<file path="src/rtl/reg_arb_pkg.sv">
// Shared constants and helpers for the register-bus arbiter.
// Holds the FSM encodings and the round-robin winner search.
package reg_arb_pkg;

    localparam logic [1:0] S_IDLE    = 2'd0;
    localparam logic [1:0] S_ISSUE   = 2'd1;
    localparam logic [1:0] S_RD_WAIT = 2'd2;
    localparam logic [1:0] S_RD_RET  = 2'd3;

    localparam int MAX_MASTERS = 8;
    localparam int LAT_W       = 3;

    // Width of a grant index for n masters, never below one bit.
    function automatic int grant_w(input int n);
        return (n > 1) ? $clog2(n) : 1;
    endfunction

    // First requesting index at or after ptr, searched cyclically over n.
    function automatic logic [2:0] next_rr(
        input logic [2:0] ptr,
        input logic [7:0] req,
        input int         n
    );
        logic [2:0] win;
        logic [2:0] idx;
        logic       found;
        win   = '0;
        found = 1'b0;
        for (int i = 0; i < MAX_MASTERS; i++) begin
            idx = 3'((int'(ptr) + i) % n);
            if (!found && (i < n) && req[idx]) begin
                win   = idx;
                found = 1'b1;
            end
        end
        return win;
    endfunction

endpackage

</file>
<file path="src/rtl/avalon_mm_if.sv">
// Avalon-MM register bus between the arbiter and the register slave.
// Fixed-latency reads, no slave-side waitrequest.
interface avalon_mm_if #(
    parameter int ADDR_W = 32,
    parameter int DATA_W = 32
);
    logic [ADDR_W-1:0] address;
    logic              read;
    logic              write;
    logic [DATA_W-1:0] writedata;
    logic [DATA_W-1:0] readdata;

    modport master (
        output address, read, write, writedata,
        input  readdata
    );

    modport slave (
        input  address, read, write, writedata,
        output readdata
    );
endinterface

</file>
<file path="src/rtl/reg_bus_arbiter_rr_arbiter.sv">
// Combinational round-robin grant search.
// Picks the first requester at or after the rotating pointer.
module rr_arbiter
    import reg_arb_pkg::*;
#(
    parameter int N  = 2,
    parameter int GW = 1
) (
    input  logic [N-1:0]  req,
    input  logic [GW-1:0] ptr,
    output logic [GW-1:0] gnt_idx,
    output logic          gnt_valid
);

    // Winner index is only meaningful while gnt_valid is high.
    always_comb begin
        gnt_valid = |req;
        gnt_idx   = GW'(next_rr(3'(ptr), 8'(req), N));
    end

endmodule

</file>
<file path="src/rtl/reg_bus_arbiter.sv">
// Round-robin sharing of one Avalon-MM register slave among masters.
// One transaction in flight; read data is steered to its issuer.
module reg_bus_arbiter
    import reg_arb_pkg::*;
#(
    parameter int N_MASTERS    = 2,
    parameter int ADDR_W       = 32,
    parameter int DATA_W       = 32,
    parameter int READ_LATENCY = 1
) (
    input  logic                             clk,
    input  logic                             rst_n,
    input  logic [N_MASTERS-1:0][ADDR_W-1:0] m_address,
    input  logic [N_MASTERS-1:0]             m_read,
    input  logic [N_MASTERS-1:0]             m_write,
    input  logic [N_MASTERS-1:0][DATA_W-1:0] m_writedata,
    output logic [N_MASTERS-1:0]             m_waitrequest,
    output logic [DATA_W-1:0]                m_readdata,
    output logic [N_MASTERS-1:0]             m_readdatavalid,
    avalon_mm_if.master                      reg_mm
);

    localparam int GW = grant_w(N_MASTERS);

    logic [1:0]           state_q,   state_d;
    logic [GW-1:0]        rr_ptr_q,  rr_ptr_d;
    logic [GW-1:0]        grant_q,   grant_d;
    logic                 wr_q,      wr_d;
    logic [ADDR_W-1:0]    addr_q,    addr_d;
    logic [DATA_W-1:0]    wdata_q,   wdata_d;
    logic [LAT_W-1:0]     lat_q,     lat_d;
    logic [DATA_W-1:0]    rdata_q,   rdata_d;
    logic [N_MASTERS-1:0] rdv_q,     rdv_d;

    logic [N_MASTERS-1:0] req;
    logic [GW-1:0]        gnt_idx;
    logic                 gnt_valid;

    assign req = m_read | m_write;

    rr_arbiter #(
        .N  (N_MASTERS),
        .GW (GW)
    ) u_rr (
        .req       (req),
        .ptr       (rr_ptr_q),
        .gnt_idx   (gnt_idx),
        .gnt_valid (gnt_valid)
    );

    // Next-state and datapath: arbitrate in IDLE, then walk the transaction.
    always_comb begin
        state_d  = state_q;
        rr_ptr_d = rr_ptr_q;
        grant_d  = grant_q;
        wr_d     = wr_q;
        addr_d   = addr_q;
        wdata_d  = wdata_q;
        lat_d    = lat_q;
        rdata_d  = rdata_q;
        rdv_d    = '0;
        unique case (state_q)
            S_IDLE: begin
                if (gnt_valid) begin
                    grant_d = gnt_idx;
                    wr_d    = m_write[gnt_idx];
                    addr_d  = m_address[gnt_idx];
                    wdata_d = m_writedata[gnt_idx];
                    state_d = S_ISSUE;
                end
            end
            S_ISSUE: begin
                if (grant_q == GW'(N_MASTERS - 1)) begin
                    rr_ptr_d = '0;
                end else begin
                    rr_ptr_d = grant_q + GW'(1);
                end
                if (wr_q) begin
                    state_d = S_IDLE;
                end else begin
                    lat_d   = LAT_W'(READ_LATENCY - 1);
                    state_d = (READ_LATENCY > 1) ? S_RD_WAIT : S_RD_RET;
                end
            end
            S_RD_WAIT: begin
                if (lat_q <= LAT_W'(1)) begin
                    lat_d   = '0;
                    state_d = S_RD_RET;
                end else begin
                    lat_d = lat_q - LAT_W'(1);
                end
            end
            S_RD_RET: begin
                rdata_d        = reg_mm.readdata;
                rdv_d[grant_q] = 1'b1;
                state_d        = S_IDLE;
            end
            default: state_d = S_IDLE;
        endcase
    end

    // Stall every master except the granted one during its ISSUE cycle.
    always_comb begin
        m_waitrequest = '1;
        for (int i = 0; i < N_MASTERS; i++) begin
            if ((state_q == S_ISSUE) && (grant_q == GW'(i))) begin
                m_waitrequest[i] = 1'b0;
            end
        end
    end

    assign reg_mm.read      = (state_q == S_ISSUE) && !wr_q;
    assign reg_mm.write     = (state_q == S_ISSUE) && wr_q;
    assign reg_mm.address   = addr_q;
    assign reg_mm.writedata = wdata_q;

    assign m_readdata      = rdata_q;
    assign m_readdatavalid = rdv_q;

    // State registers with synchronous active-low reset.
    always_ff @(posedge clk) begin
        if (!rst_n) begin
            state_q  <= S_IDLE;
            rr_ptr_q <= '0;
            grant_q  <= '0;
            wr_q     <= 1'b0;
            addr_q   <= '0;
            wdata_q  <= '0;
            lat_q    <= '0;
            rdata_q  <= '0;
            rdv_q    <= '0;
        end else begin
            state_q  <= state_d;
            rr_ptr_q <= rr_ptr_d;
            grant_q  <= grant_d;
            wr_q     <= wr_d;
            addr_q   <= addr_d;
            wdata_q  <= wdata_d;
            lat_q    <= lat_d;
            rdata_q  <= rdata_d;
            rdv_q    <= rdv_d;
        end
    end

endmodule

</file>
<file path="src/flat_wrapper.sv">
// flat-port wrapper written by rule: the top's interface ports become plain ports
module reg_bus_arbiter_flat import reg_arb_pkg::*;
#(
    parameter int N_MASTERS    = 2,
    parameter int ADDR_W       = 32,
    parameter int DATA_W       = 32,
    parameter int READ_LATENCY = 1
)
  (clk, rst_n, m_address, m_read, m_write, m_writedata, m_waitrequest, m_readdata, m_readdatavalid, reg_mm_address, reg_mm_read, reg_mm_write, reg_mm_writedata, reg_mm_readdata);
  avalon_mm_if #(.ADDR_W(ADDR_W), .DATA_W(DATA_W)) reg_mm_i ();
  input  logic clk;
  input  logic rst_n;
  input  logic [N_MASTERS-1:0][ADDR_W-1:0] m_address;
  input  logic [N_MASTERS-1:0] m_read;
  input  logic [N_MASTERS-1:0] m_write;
  input  logic [N_MASTERS-1:0][DATA_W-1:0] m_writedata;
  output logic [N_MASTERS-1:0] m_waitrequest;
  output logic [DATA_W-1:0] m_readdata;
  output logic [N_MASTERS-1:0] m_readdatavalid;
  output wire logic [$bits(reg_mm_i.address)-1:0] reg_mm_address;
  output wire logic [$bits(reg_mm_i.read)-1:0] reg_mm_read;
  output wire logic [$bits(reg_mm_i.write)-1:0] reg_mm_write;
  output wire logic [$bits(reg_mm_i.writedata)-1:0] reg_mm_writedata;
  input wire logic [$bits(reg_mm_i.readdata)-1:0] reg_mm_readdata;
  assign reg_mm_address = reg_mm_i.address;
  assign reg_mm_read = reg_mm_i.read;
  assign reg_mm_write = reg_mm_i.write;
  assign reg_mm_writedata = reg_mm_i.writedata;
  assign reg_mm_i.readdata = reg_mm_readdata;
  reg_bus_arbiter #(.N_MASTERS(N_MASTERS), .ADDR_W(ADDR_W), .DATA_W(DATA_W), .READ_LATENCY(READ_LATENCY)) u_core (.clk(clk), .rst_n(rst_n), .m_address(m_address), .m_read(m_read), .m_write(m_write), .m_writedata(m_writedata), .m_waitrequest(m_waitrequest), .m_readdata(m_readdata), .m_readdatavalid(m_readdatavalid), .reg_mm(reg_mm_i));
endmodule
</file>
<file path="config.mk">
export PLATFORM = sky130hd
export DESIGN_NAME = reg_bus_arbiter_flat
export DESIGN_NICKNAME = d
export VERILOG_FILES = /design/src/rtl/reg_arb_pkg.sv /design/src/rtl/avalon_mm_if.sv /design/src/rtl/reg_bus_arbiter_rr_arbiter.sv /design/src/rtl/reg_bus_arbiter.sv /design/src/flat_wrapper.sv
export SDC_FILE = /design/constraint.sdc
export NUM_CORES = 1
export LEC_CHECK = 0
export ABC_AREA = 1
export BUFFER_PORTS_ARGS = -buffer_cell sky130_fd_sc_hd__buf_2
export CORE_MARGIN = 4
export CORE_UTILIZATION = 50
export CTS_BUF_LIST = sky130_fd_sc_hd__clkbuf_4 sky130_fd_sc_hd__clkbuf_8
export DETAILED_ROUTE_END_ITERATION = 10
export PLACE_DENSITY = 0.95
export SLEW_MARGIN = 20
export SYNTH_ARGS = -nofsm -noshare
export SYNTH_HDL_FRONTEND = slang
export SYNTH_SLANG_ARGS = --single-unit
export TNS_END_PERCENT = 100
</file>
<file path="constraint.sdc">
create_clock -name clk -period 4.25 [get_ports clk]
set_clock_uncertainty 0.2 [all_clocks]
set_input_delay 0.6375 -clock clk [delete_from_list [all_inputs] [get_ports clk]]
set_output_delay 0.6375 -clock clk [all_outputs]
set_load 0.02 [all_outputs]
</file>
* Word level (Yosys, flattened, before mapping)
Index checks and enable logic that the tools add are counted.
** Operators by class
- Add/sub/neg operators :: 3
- Multiply operators :: 0
- Divide/modulo/power cells :: 0
- $lt $le $gt $ge :: 6
- Equality and inequality tests :: 6
- Shifts and indexed selects :: 0
- Mux-type cells :: 25
- Bitwise logic cells :: 3
- Reductions and logical operators :: 15
** Operators by type and width (count)
- 32-bit 2-to-1 mux :: 4
- 1-bit 2-to-1 mux :: 12
- 2-bit case mux with 4 select lines :: 1
- 2-bit AND reduction :: 4
- 1-bit logical AND :: 6
- 2-bit 2-to-1 mux :: 3
- 3-bit 2-to-1 mux :: 2
- 3-bit case mux with 2 select lines :: 1
- 2-bit equality test (second input constant) :: 2
- 1-bit by 2-bit less-than comparator with 1-bit output (second input constant) :: 2
- 1-bit by 4-bit less-than comparator with 1-bit output (second input constant) :: 1
- 3-bit by 4-bit less-than comparator with 1-bit output (second input constant) :: 1
- 2-bit by 1-bit inequality test with 1-bit output (second input constant) :: 2
- 3-bit by 1-bit less-or-equal comparator with 1-bit output (second input constant) :: 1
- 3-bit by 1-bit subtractor with 3-bit output (second input constant) :: 1
- 1-bit adder (second input constant) :: 2
- 1-bit binary-select mux with 2-bit select :: 1
- 2-bit by 1-bit equality test with 1-bit output (second input constant) :: 1
- 1-bit zero test :: 2
- 2-bit zero test :: 1
- 2-bit inequality test (second input constant) :: 1
- 2-bit OR :: 1
- 2-bit nonzero test :: 1
- 2-bit OR reduction :: 1
- 4 further kinds :: 4
** Word-level totals
- Register bits after elaboration :: 106
- Latch bits :: 0
- Memory bits (writable) :: 0
- Bits in read-only memories :: 0
- Input port bits :: 166
- Output and inout port bits :: 102
- Logic and storage cells :: 67
- Memories kept :: 0

* Longest topological paths before layout
- Depth in word-level cells :: 9
- Mapped depth :: 9
- Gate-level depth less buffers :: 7

* Hierarchy
Synthesis repeated with hierarchy kept, for this count alone.
** Unflattened totals
- Cell total of the unflattened synthesis :: 693
- Area, all modules :: 4737.0 um^2
** Modules (own cells, without submodules)
- reg_bus_arbiter :: times used 1, cells each 689, area an instance 4718.3 um^2, seq. area each 2122.0 um^2
- rr_arbiter :: times used 1, cells each 4, area an instance 18.8 um^2, seq. area each 0.0 um^2

* Least setup slack after synthesis
Ideal clock, no wire load.
- Kind :: input-to-reg
- Start :: in m_write[0]
- End :: reg u_core.addr_q[31] (netlist: u_core.reg_mm.address[31])
- Setup time :: 0.109 ns
- Arrival time :: 1.397 ns
- Data required time :: 3.941 ns
- Path slack :: 2.544 ns
- Cell stages on the path :: 8
- Path buffers :: 2
- Path through :: o21ai_1 nand2_1 buf_4 buf_2 nand2_1 nand3_1 nand2_1 inv_1
** On the way
- Word-level cells in the longest chain between the ends :: 9
- Elaborated cells between the ends (all ways) :: 14
- Those cells by class :: 9 x mux; 1 x bitwise; 4 x reduce/logical
** Ends and longest elaborated chain
- from (decl) :: line flat_wrapper.sv:15 : input logic [N_MASTERS-1:0] m_write;
- 2-bit OR * :: line reg_bus_arbiter.sv:39 : assign req = m_read | m_write;
- 1-bit 2-to-1 mux (implied by the code) (2 in a row) :: line reg_arb_pkg.sv:31 : if (!found && (i < n) && req[idx]) begin
- 1-bit 2-to-1 mux :: line reg_arb_pkg.sv:31
- 1-bit zero test :: line reg_arb_pkg.sv:31
- 1-bit logical AND :: line reg_arb_pkg.sv:31
- 1-bit 2-to-1 mux :: line reg_arb_pkg.sv:31
- 32-bit 2-to-1 mux (implied by the code) (2 in a row) :: line reg_bus_arbiter.sv:67 : addr_d = m_address[gnt_idx];
- to (signal assigned) :: line reg_bus_arbiter.sv:137 : addr_q <= addr_d;
- to (decl) :: line reg_bus_arbiter.sv:29 : logic [ADDR_W-1:0] addr_q, addr_d;
Every way passes the cells marked *; elsewhere a longest branch is shown, timed or not. The select of a mux whose other input is x is not followed.
A chain may end at the register's enable or synchronous reset.

* Final worst setup path
- Start :: reg u_core.state_q[0]
- End :: reg u_core.rdata_q[16] (netlist: u_core.m_readdata[16])
** On the way
- Word-level cells in the longest chain between the ends :: 1
** Ends and longest elaborated chain
- from (decl) :: line reg_bus_arbiter.sv:25 : logic [1:0] state_q, state_d;
- from (signal assigned) :: line reg_bus_arbiter.sv:133 : state_q <= state_d;
- 2-bit equality test :: line reg_bus_arbiter.sv:62 : unique case (state_q)
- to (signal assigned) :: line reg_bus_arbiter.sv:140 : rdata_q <= rdata_d;
- to (decl) :: line reg_bus_arbiter.sv:32 : logic [DATA_W-1:0] rdata_q, rdata_d;
No other way between the ends.

==> flow_metrics.env <==
export IMPL_overflow=0
export IMPL_leakagePower_uw=0.00373
export IMPL_vias=5473
export IMPL_critPathLaunchType="flip-flop"
export IMPL_syn_inst=766
export IMPL_yosys_area_top_type="dfxtp_1"
export IMPL_setup_viol=0
export IMPL_grt_pass1_vias=4603
export IMPL_internal_power_uw=1630
export IMPL_fin_ws_ns=1.75
export IMPL_clkLatencyLatePin_ns=0.35
export IMPL_layout_nets=1164
export IMPL_p_seq_share_pct=45.1
export IMPL_ys_ff_latch=106
export IMPL_path_class="flip-flop to flip-flop"
export IMPL_postCtsSetupRepairBufs=0
export IMPL_ys_flop_type="dfxtp_1"
export IMPL_cp_max_fo=35
export IMPL_yosys_warnings=0
export IMPL_start_util_pct=51.3
export IMPL_grt_max_degree=70
export IMPL_r2r_cells=4
export IMPL_postRouteAntennaNets=0
export IMPL_synthesis_area_um2=5010
export IMPL_synth_seq_area_share_pct=42.4
export IMPL_route_detailed_drc=0
export IMPL_hold_depth=1
export IMPL_cp_required_ns=4.33
export IMPL_netSwitchingPower_uw=964
export IMPL_wl_per_cell_um=12.7
export IMPL_ir_drop_uv=288
export IMPL_place_congestion=0.818
export IMPL_die_y_um=108
export IMPL_ctsResizeCount=0
export IMPL_status="complete, no violations"
export IMPL_drt_vias_per_instance=4.83
export IMPL_antenna_cells=0
export IMPL_hold_viol_final=0
export IMPL_yosys_area_top_type_share_pct=42.4
export IMPL_yosys_top_cells_area="dfxtp_1 (42%), nand3_1 (13%), inv_1 (11%)"
export IMPL_ios=268
export IMPL_clk_pin_slew_ns=0.10
export IMPL_synth_edff_count=0
export IMPL_clk_path_buf_depth=2
export IMPL_cts_tree="built"
export IMPL_maxCapViolCount=0
export IMPL_finalCritPeriodShare_pct=58.8
export IMPL_port_buffers=267
export IMPL_finalNonFillerCells=1134
export IMPL_synth_most_common_cell="inv_1"
export IMPL_comb_power_share_pct=32.3
export IMPL_synthArstFlopShare_pct=0
export IMPL_cts_hold_buf=0
export IMPL_worstMarginPinSlew_ns=0.958
export IMPL_die_x_um=108
export IMPL_endpoint_kind="flip-flop"
export IMPL_grt_total_usage_pct=22.4
export IMPL_rsz0062_at_grt="no"
export IMPL_maxSlewViolCount=0
export IMPL_core_um2=9770
export IMPL_syn_nets=934
export IMPL_core_rowCount=36
export IMPL_period_needed_ns=2.50
export IMPL_wl_met1_um=5800
export IMPL_drive_above_1_share_pct=29.6
export IMPL_wl_met2_um=7080
export IMPL_clock_sinks=106
export IMPL_cts_buffers=9
export IMPL_p_per_area_nw_per_um2=399
export IMPL_place_hpwl_um=10300
export IMPL_dp_cells=1118
export IMPL_avgSynthCellArea_um2=6.54
export IMPL_netlist_top_cells_count="inv_1 (143), nand2_1 (141), nand3_1 (135)"
export IMPL_maxUsedRoutingLayer="met4"
export IMPL_cts_root_buffer="clkbuf_8"
export IMPL_antenna_found_initial=0
export IMPL_pwr_share_clk_pct=22.6
export IMPL_drtIter0Drc=454
export IMPL_slew_headroom_pct=36.1
export IMPL_htreeDepth=3
export IMPL_tns_ns=0
export IMPL_switching_share_pct=37.2
export IMPL_synthToLayoutAreaGrowth_pct=29.4
export IMPL_grt_pass1_wl_um=21400
export IMPL_drt_wl_total_um=14400
export IMPL_ys_types=21
export IMPL_hold_path_class="flip-flop to flip-flop"
export IMPL_die_area_um2=11700
export IMPL_pre_cts_ws_ns=1.76
export IMPL_crit_arrival_ns=2.58
export IMPL_first_pass_iters=4
export IMPL_fmax_ghz=0.400
export IMPL_dr_wl_met3_um=1150
-- cell usage in the layout, fill, tap and decap left out, types with 2 or more instances in the layout --
cell type and count:
inv_6 4, o21ai_0 33, inv_1 142, nor2_2 3, nand3_1 135, clkinv_2 4, nor3_1 2, a21oi_1 70
nor2_1 72, clkbuf_8 9, dfxtp_1 106, buf_4 4, buf_2 267, nand2_1 140, ha_1 2
-- critical path: stages (launching register included) --
cell	delay (ns)
dfxtp_1	0.45
nand2_1	0.59
inv_1	0.96
nor2_1	0.07
nor2_1	0.15
-- final timing paths --
kind	end	start	slack (ns)
worst min-delay path	u_core.m_readdatavalid[0]$_SDFF_PN0_	u_core.grant_q$_SDFFE_PN0P_	0.26
worst min register to register	u_core.m_readdatavalid[0]$_SDFF_PN0_	u_core.grant_q$_SDFFE_PN0P_	0.26
worst max-delay path	u_core.m_readdata[16]$_SDFFE_PN0N_	u_core.state_q[0]$_SDFFE_PN0P_	1.75
worst max register to register	u_core.m_readdata[16]$_SDFFE_PN0N_	u_core.state_q[0]$_SDFFE_PN0P_	1.75
-- flip-flops by register name, indices dropped and copies added, names as in the netlist --
register / flops
u_core.grant_q: 1
u_core.lat_q: 3
u_core.m_readdata: 32
u_core.m_readdatavalid: 2
u_core.reg_mm.address: 32
u_core.reg_mm.writedata: 32
u_core.rr_ptr_q: 1
u_core.state_q: 2
u_core.wr_q: 1
-- metal layers --
metal | vias up | track usage [%]
li1 | 2816 | -
met1 | 2403 | 27.1
met2 | 224 | 39.7
met3 | 30 | 4.30
met4 | 0 | 7.94
met5 | - | 0
-- final cells by class --
cell class                      count  area (µm²)
Inverter                          145         547
Tap cell                          133         166
Timing Repair Buffer              271        1370
Clock inverter                      7        61.3
Sequential cell                   106        2120
Multi-Input combinational cell    463        2100
Clock buffer                        9         124
Fill cell                         891        3290
-- metrics by stage --
stage               instance area [µm²]  total power, µW  util (%)  hold WS, ns
floorplan                          5010             1760         -        0.219
global placement                   6290             2010      64.4        0.246
detailed placement                 6290             2030      64.4        0.243
CTS                                6480             2610      66.3        0.269
global route                       6480             2750      66.3        0.307
finish                             6480             2590      66.3        0.263
-- kinds of logic after synthesis --
| group | Yosys count | synth area share, % |
|---|---|---|
| AOI/OAI and AO/OA | 106 | 10.7 |
| adders and majority gates | 2 | 0.499 |
| DFF | 106 | 42.4 |
| and+or+nand+nor | 354 | 30.1 |
| buffers and inverters | 197 | 16.1 |
| xor gates and xnor gates | 1 | 0.175 |
-- power by group through the flow --
stage,combinational [µW],sequential [µW],clock (µW)
2_1_floorplan,426,1330,0
3_3_place_gp,819,1190,0
3_5_place_dp,837,1190,0
4_1_cts,839,1170,602
5_1_grt,927,1180,639
6_report,836,1170,585
Power figures use the tool's default switching activity.
